$ cat src/rtl/timer_pkg.sv
// Shared timer/counter definitions.
//   tmr_state_t : countdown_timer FSM states
//   cnt_w()     : count width for a given maximum count, shared with counter
package timer_pkg;

  typedef enum logic [1:0] {
    TMR_IDLE,
    TMR_RUN,
    TMR_DONE
  } tmr_state_t;

  // Width able to hold 0..max_count inclusive.
  function automatic int unsigned cnt_w(input int unsigned max_count);
    return $clog2(max_count) + 1;
  endfunction

endpackage

$ cat src/rtl/countdown_timer.sv
// Loadable down-counter: counts a programmed interval to zero and pulses
// expired for one cycle, in one-shot or periodic (auto-reload) mode.
//
// Ports:
//   clk        in  clock
//   rst        in  synchronous active-high reset
//   load       in  load request, accepted when load && load_ready
//   load_value in  interval in cycles, clamped to MAX_COUNT
//   periodic   in  mode captured with an accepted load (1 = auto-reload)
//   enable     in  count-down qualifier
//   abort      in  cancel interval, return to idle
//   load_ready out not running and not aborting
//   busy       out high while counting
//   expired    out one-cycle expiry pulse
//   count      out remaining count
module countdown_timer
  import timer_pkg::*;
#(
  parameter int unsigned  MAX_COUNT = 256,
  localparam int unsigned W         = cnt_w(MAX_COUNT)
) (
  input  logic         clk,
  input  logic         rst,
  input  logic         load,
  input  logic [W-1:0] load_value,
  input  logic         periodic,
  input  logic         enable,
  input  logic         abort,
  output logic         load_ready,
  output logic         busy,
  output logic         expired,
  output logic [W-1:0] count
);

  localparam logic [W-1:0] MaxVal = W'(MAX_COUNT);

  tmr_state_t   state_q, state_d;
  logic [W-1:0] count_q, count_d;
  logic [W-1:0] reload_q, reload_d;
  logic         mode_q, mode_d;

  logic [W-1:0] clamped;
  logic         load_ok;

  assign clamped    = (load_value > MaxVal) ? MaxVal : load_value;
  assign load_ready = (state_q != TMR_RUN) && !abort;
  // A zero interval is accepted but has no effect.
  assign load_ok    = load && load_ready && (load_value != '0);

  always_comb begin
    state_d  = state_q;
    count_d  = count_q;
    reload_d = reload_q;
    mode_d   = mode_q;

    if (abort) begin
      state_d = TMR_IDLE;
      count_d = '0;
    end else if (load_ok) begin
      // Also taken from DONE, where it overrides the reload/idle decision.
      state_d  = TMR_RUN;
      count_d  = clamped;
      reload_d = clamped;
      mode_d   = periodic;
    end else begin
      unique case (state_q)
        TMR_IDLE: ;
        TMR_RUN: begin
          if (enable) begin
            if (count_q == W'(1)) begin
              count_d = '0;
              state_d = TMR_DONE;
            end else begin
              count_d = count_q - W'(1);
            end
          end
        end
        TMR_DONE: begin
          if (mode_q) begin
            count_d = reload_q;
            state_d = TMR_RUN;
          end else begin
            state_d = TMR_IDLE;
          end
        end
        default: begin
          state_d = TMR_IDLE;
          count_d = '0;
        end
      endcase
    end
  end

  always_ff @(posedge clk) begin
    if (rst) begin
      state_q  <= TMR_IDLE;
      count_q  <= '0;
      reload_q <= '0;
      mode_q   <= 1'b0;
    end else begin
      state_q  <= state_d;
      count_q  <= count_d;
      reload_q <= reload_d;
      mode_q   <= mode_d;
    end
  end

  assign busy    = (state_q == TMR_RUN);
  assign expired = (state_q == TMR_DONE);
  assign count   = count_q;

endmodule

$ cat config.mk
export PLATFORM = sky130hd
export DESIGN_NAME = countdown_timer
export DESIGN_NICKNAME = d
export VERILOG_FILES = /design/src/rtl/timer_pkg.sv /design/src/rtl/countdown_timer.sv
export SDC_FILE = /design/constraint.sdc
export NUM_CORES = 1
export LEC_CHECK = 0
export ABC_CLOCK_PERIOD_IN_PS = 2800
export BUFFER_PORTS_ARGS = -buffer_cell sky130_fd_sc_hd__buf_4
export CAP_MARGIN = 20
export CORE_UTILIZATION = 50
export CTS_CLUSTER_SIZE = 10
export DETAILED_ROUTE_END_ITERATION = 16
export PLACE_DENSITY = 0.74
export SLEW_MARGIN = 20
export SYNTH_ARGS = -nofsm -noshare
export SYNTH_HDL_FRONTEND = slang
export SYNTH_SLANG_ARGS = --single-unit
$ cat constraint.sdc
create_clock -name clk -period 2.8 [get_ports clk]
set_clock_uncertainty 0.2 [all_clocks]
set_input_delay 0 -clock clk [delete_from_list [all_inputs] [get_ports clk]]
set_output_delay 0 -clock clk [all_outputs]
set_load 0.01 [all_outputs]
# After elaboration in Yosys (flattened, before gate mapping)
# Index checks and enable logic that the tools add are counted.
op_classes:
  add_sub_neg: 1
  multipliers: 0
  div: 0
  magnitude_cmp: 1
  n_eq_ne: 10
  shift: 0
  n_mux: 11
  bitwise_logic: 2
  reduce_logical: 12
ops:
  columns: ["op", "count"]
  rows:
  - ["$mux 9", 5]
  - ["$pmux 9 s3", 1]
  - ["$eq 9x1->1 const B", 1]
  - ["$gt 9x9->1 const B", 1]
  - ["$reduce_and 3->1", 3]
  - ["$reduce_bool 9->1", 1]
  - ["$sub 9x1->9 const B", 1]
  - ["$ne 3x1->1 const B", 2]
  - ["$pmux 2 s3", 1]
  - ["$mux 2", 2]
  - ["$ne 2x1->1 const B", 2]
  - ["$ne 2x2->1 const B", 2]
  - ["$logic_and 1x1->1", 3]
  - ["$ne 3x2->1 const B", 1]
  - ["$reduce_or 3->1", 1]
  - ["$eq 2x1->1 const B", 1]
  - ["$eq 2x2->1 const B", 1]
  - ["$logic_not 2->1", 1]
  - ["$mux 1", 2]
  - ["$not 1->1", 2]
  - ["$reduce_and 2->1", 1]
  - ["$reduce_or 2->1", 1]
  - ["$logic_not 1->1", 1]
word_totals:
  ff_bits: 21
  latch_bits: 0
  mem_bits_rw: 0
  romBits: 0
  inputBits: 15
  out_inout_bits: 12
  word_cells: 42
  memories: 0

# Logic depth before layout (Yosys ltp)
depth:
  ltp_word: 6
  depth_mapped: 8
  mapped_depth_nobuf: 7

# Least setup slack after synthesis
# Ideal clock, no wire load.
synth_timing:
  kind: "flip-flop to flip-flop"
  from: "reg state_q[1]"
  to: "reg count_q[6], in the netlist count[6]"
  setup_ps: 119
  arrival_ps: 1947
  required_ps: 2481
  path_slack_ps: 534
  stages_incl_launch_ff: 9
  n_path_buf: 1
  synth_period_minus_slack_ps: 2266
  path_cell_list: "dfxtp_1 > inv_1 > ha_1 > buf_2 > nor2b_1 > o311ai_0 > a21boi_0 > o211ai_1 > o221a_1"
synth_between:
  elab_cells_between_ends: 13
  cone_classes: "eq/ne (6); mux (2); reduce/logical (5)"
synth_rtl:
  columns: ["item", "line", "source"]
  rows:
  - ["start, declared", "countdown_timer.sv:37", "tmr_state_t state_q, state_d;"]
  - ["start signal, assigned", "countdown_timer.sv:101", "state_q <= state_d;"]
  - ["$eq 2x1->1 (*)", null, null]
  - ["via busy", "countdown_timer.sv:30", "output logic busy,"]
  - ["$ne 3x2->1 (no line) / $pmux 9 s3 (equally long branches)", null, null]
  - ["$reduce_and 3->1 (no line) / $mux 9 (equally long branches)", null, null]
  - ["end signal, assigned", "countdown_timer.sv:102", "count_q <= count_d;"]
  - ["end, declared", "countdown_timer.sv:38", "logic [W-1:0] count_q, count_d;"]
# Mark *: on every way through the listed nets, which the timed path passes. The rest lies on a longest branch.
# A chain may end at the register's enable or synchronous reset.

# Final worst setup path
layout_timing:
  from: "reg state_q[1]"
  to: "reg reload_q[5]"
layout_between:
  elab_chain_len: 5
layout_rtl:
  columns: ["item", "line", "source"]
  rows:
  - ["$ne 2x1->1", "countdown_timer.sv:46", "assign load_ready = (state_q != TMR_RUN) && !abort;"]
  - ["$logic_and 1x1->1", "countdown_timer.sv:46", null]
  - ["$logic_and 1x1->1 (2 in series)", "countdown_timer.sv:48", "assign load_ok = load && load_ready && (load_value != '0);"]
  - ["$reduce_and 2->1 (no line)", null, null]
  - ["end signal, assigned", "countdown_timer.sv:103", "reload_q <= reload_d;"]
  - ["end, declared", "countdown_timer.sv:39", "logic [W-1:0] reload_q, reload_d;"]
# No other way between the ends.

==> results.toml <==
[critical_path]
r2r_cells = 9
critPathKind = "reg -> reg"
critPathLaunch = "state_q[1]$_SDFFE_PP0P_"
startpoint_type = "flip-flop"
path_max_fanout = 10
arrival_ps = 2650
cp-end-kind = "flip-flop"
rr_startpoint = "state_q[1]$_SDFFE_PP0P_"
critPathRequiredTime_ps = 2870
rrSetupSlack_ps = 220
reg2reg_to = "reload_q[5]$_SDFFE_PP0P_"
endpoint = "reload_q[5]$_SDFFE_PP0P_"

[sta]
max_clock_freq_mhz = 387
timing.hold.ws_ps = 22.7
setup_ws_ps = 216
slew_viol_final = 0
rsz0062_at_grt = "false"
slew_headroom_pct = 56.3
period_needed_ps = 2580
tns_ps = 0
setup_viol = 0
hold_violations = 0
fin_crit_sh_pct = 92.3
worstMarginPinSlew_ps = 648

[pwr]
power_leakage_nw = 0.731
clockPowerShare_pct = 24.2
total_power_uw = 636
p_int_uw = 443
ir_drop_v = 0.000361
p_per_area_nw_per_um2 = 361
combPwrFrac_pct = 25.4
sequentialPowerShare_pct = 50.4
p_switching_uw = 194
p_sw_share_pct = 30.4

[synthesis]
yosysWarnings = 0
synth-edff-count = 0
synth-seq-cells = 21
seq_area_frac_synth_pct = 31.7
netlist_area_um2 = 1330
synth_cells = 152
syn_nets = 173
synthTopCellsByArea = "dfxtp_1, ha_1, nor2_1"
synth_cell_types = 51
ys_async_sr_fraction_pct = 0
avgSynthCellArea_um2 = 8.73
netlist.area_leader.share_pct = 31.7
yosys.area.top_type = "dfxtp_1"
synth_flop_cell = "dfxtp_1"

[floorplanning]
ioPinCount = 27
start_util_pct = 53.1
coreArea_um2 = 2500
row_count = 18
die_w_um = 53.5
dieArea_um2 = 2860
die_h_um = 53.5

[worst_hold_path]
hold_class = "in -> reg"
min_path_cells = 5

[cts]
clkSlewWorstSetupHoldPaths_ps = 120
cts.root.buffer_cell = "clkbuf_4"
cts.sinks = 21
cts_tree = "yes"
numCtsBuffers = 3
h-tree-depth = 1
clk_latency_ps = 310
clk_path_buf_depth = 2

[layout]
layout_commonest_cell = "buf_4"
drive_gt1_share_pct = 24.2
fillerInstances = 193
fin_cells = 228
finalCoreUtilization_pct = 70.6
areaGrowthSynthToFinish_pct = 32.9
layout.cells.most_common_list = "buf_4, dfxtp_1, dlygate4sd3_1, nor2_1, nand2_1"
stdcell_area_um2 = 1760
diodes = 0
fin_nets = 220

[global_route]
grt_max_degree = 18
antenna_found_initial = 0
grt_pass1_wl_mm = 5.73
grt_use_total_pct = 27.9
grt_pass1_vias = 1250
grt.overflow.total = 0

[placement]
gp_congestion = 0.852
post-place-ws_ps = 285
hpwl_mm = 2.60
placedCellCount = 205
io_buffers = 26
placedInstanceArea_um2 = 1550

[routing]
drt_first_pass_iters = 4
antenna_left = 0
totalWireLength_mm = 3.64
wl_per_cell_um = 15.9
vias = 1397
first_iter_violations = 41
post-route-drc-count = 0
routed_via_density = 6.13

[outcome]
run_status = "completed"

[run]
drv_cap = 0
-- kinds of logic after synthesis --
| logic type | Yosys count | share of synthesized area, % |
|---|---|---|
| xor+xnor | 4 | 2.64 |
| fa+ha+maj | 6 | 5.65 |
| compound gates | 54 | 32.0 |
| flops | 21 | 31.7 |
| simple gates | 52 | 22.1 |
| buf+inv | 13 | 4.15 |
| mux | 2 | 1.70 |
-- cell type report --
cell class,count,area (µm²),area share (%)
clock buffers,3,22.5,1.28
clock inverters,1,5.00,0.284
inverters,7,26.3,1.49
multi-input cells,118,855,48.4
flip-flops and latches,21,420,23.8
well taps,30,37.5,2.13
repair buffers,48,398,22.6
-- state kept, by name (all words and copies together), names as in the netlist --
register / flops
count: 9
mode_q: 1
state_q: 2
reload_q: 9
-- how the worst min path moves through the flow --
stage	start	end	slack, ps
after floorplan	abort	load_ready	-150
after global placement	periodic	mode_q$_SDFFE_PP0P_	50
after detailed placement	periodic	mode_q$_SDFFE_PP0P_	50
after CTS	load	count[5]$_SDFFE_PP0P_	70
after global routing	load	reload_q[2]$_SDFFE_PP0P_	50
final	load	count[5]$_SDFFE_PP0P_	20
-- metal layers --
layer  vias up  routed length [µm]  global-route usage, %
met5         -                   0                      0
met4         0                  73                   11.8
met3         9                 246                   3.74
met2        59                1680                   43.3
met1       655                1640                   38.1
li1        674                   -                      -
-- cell usage after synthesis, types with 2 or more instances --
master      n
nand4_1     2
a21boi_0    5
nor2_1     15
nor4_2      2
ha_1        6
a222oi_1    2
a21oi_1     7
or4_1       3
nor4_1      2
clkbuf_1    3
o211a_1     3
o221a_1     2
o31ai_1     2
o221ai_1    3
xnor2_1     3
nor2b_1     2
a22oi_1     7
inv_1       7
o21ai_0     7
dfxtp_1    21
o21ai_1     2
mux2_1      2
a2bb2oi_1   3
buf_2       2
nand2_1    13
-- power by group through the flow --
stage / Combinational [mW] / Clock (mW) / Sequential (mW)
finish: 0.161 / 0.154 / 0.321
global route: 0.174 / 0.171 / 0.322
CTS: 0.153 / 0.157 / 0.320
detailed placement: 0.137 / 0 / 0.327
global placement: 0.136 / 0 / 0.326
floorplan: 0.0865 / 0 / 0.326
-- critical path: stages (launching register included) --
cell and delay, ps:
dfxtp_1 370, inv_1 90, ha_1 230, buf_4 180, nor2_1 150, nand2_1 110
nor2_2 360, nand2_1 150, a21oi_1 140, dlygate4sd3_1 560
-- what timing repair did --
action,in CTS,in global routing
setup endpoints to repair,0,2
endpoints found under the hold margin,21,0
gates resized for setup,0,1
hold buffers,15,0
setup buffers,0,4
No activity file was read; power rests on OpenSTA's default activity.
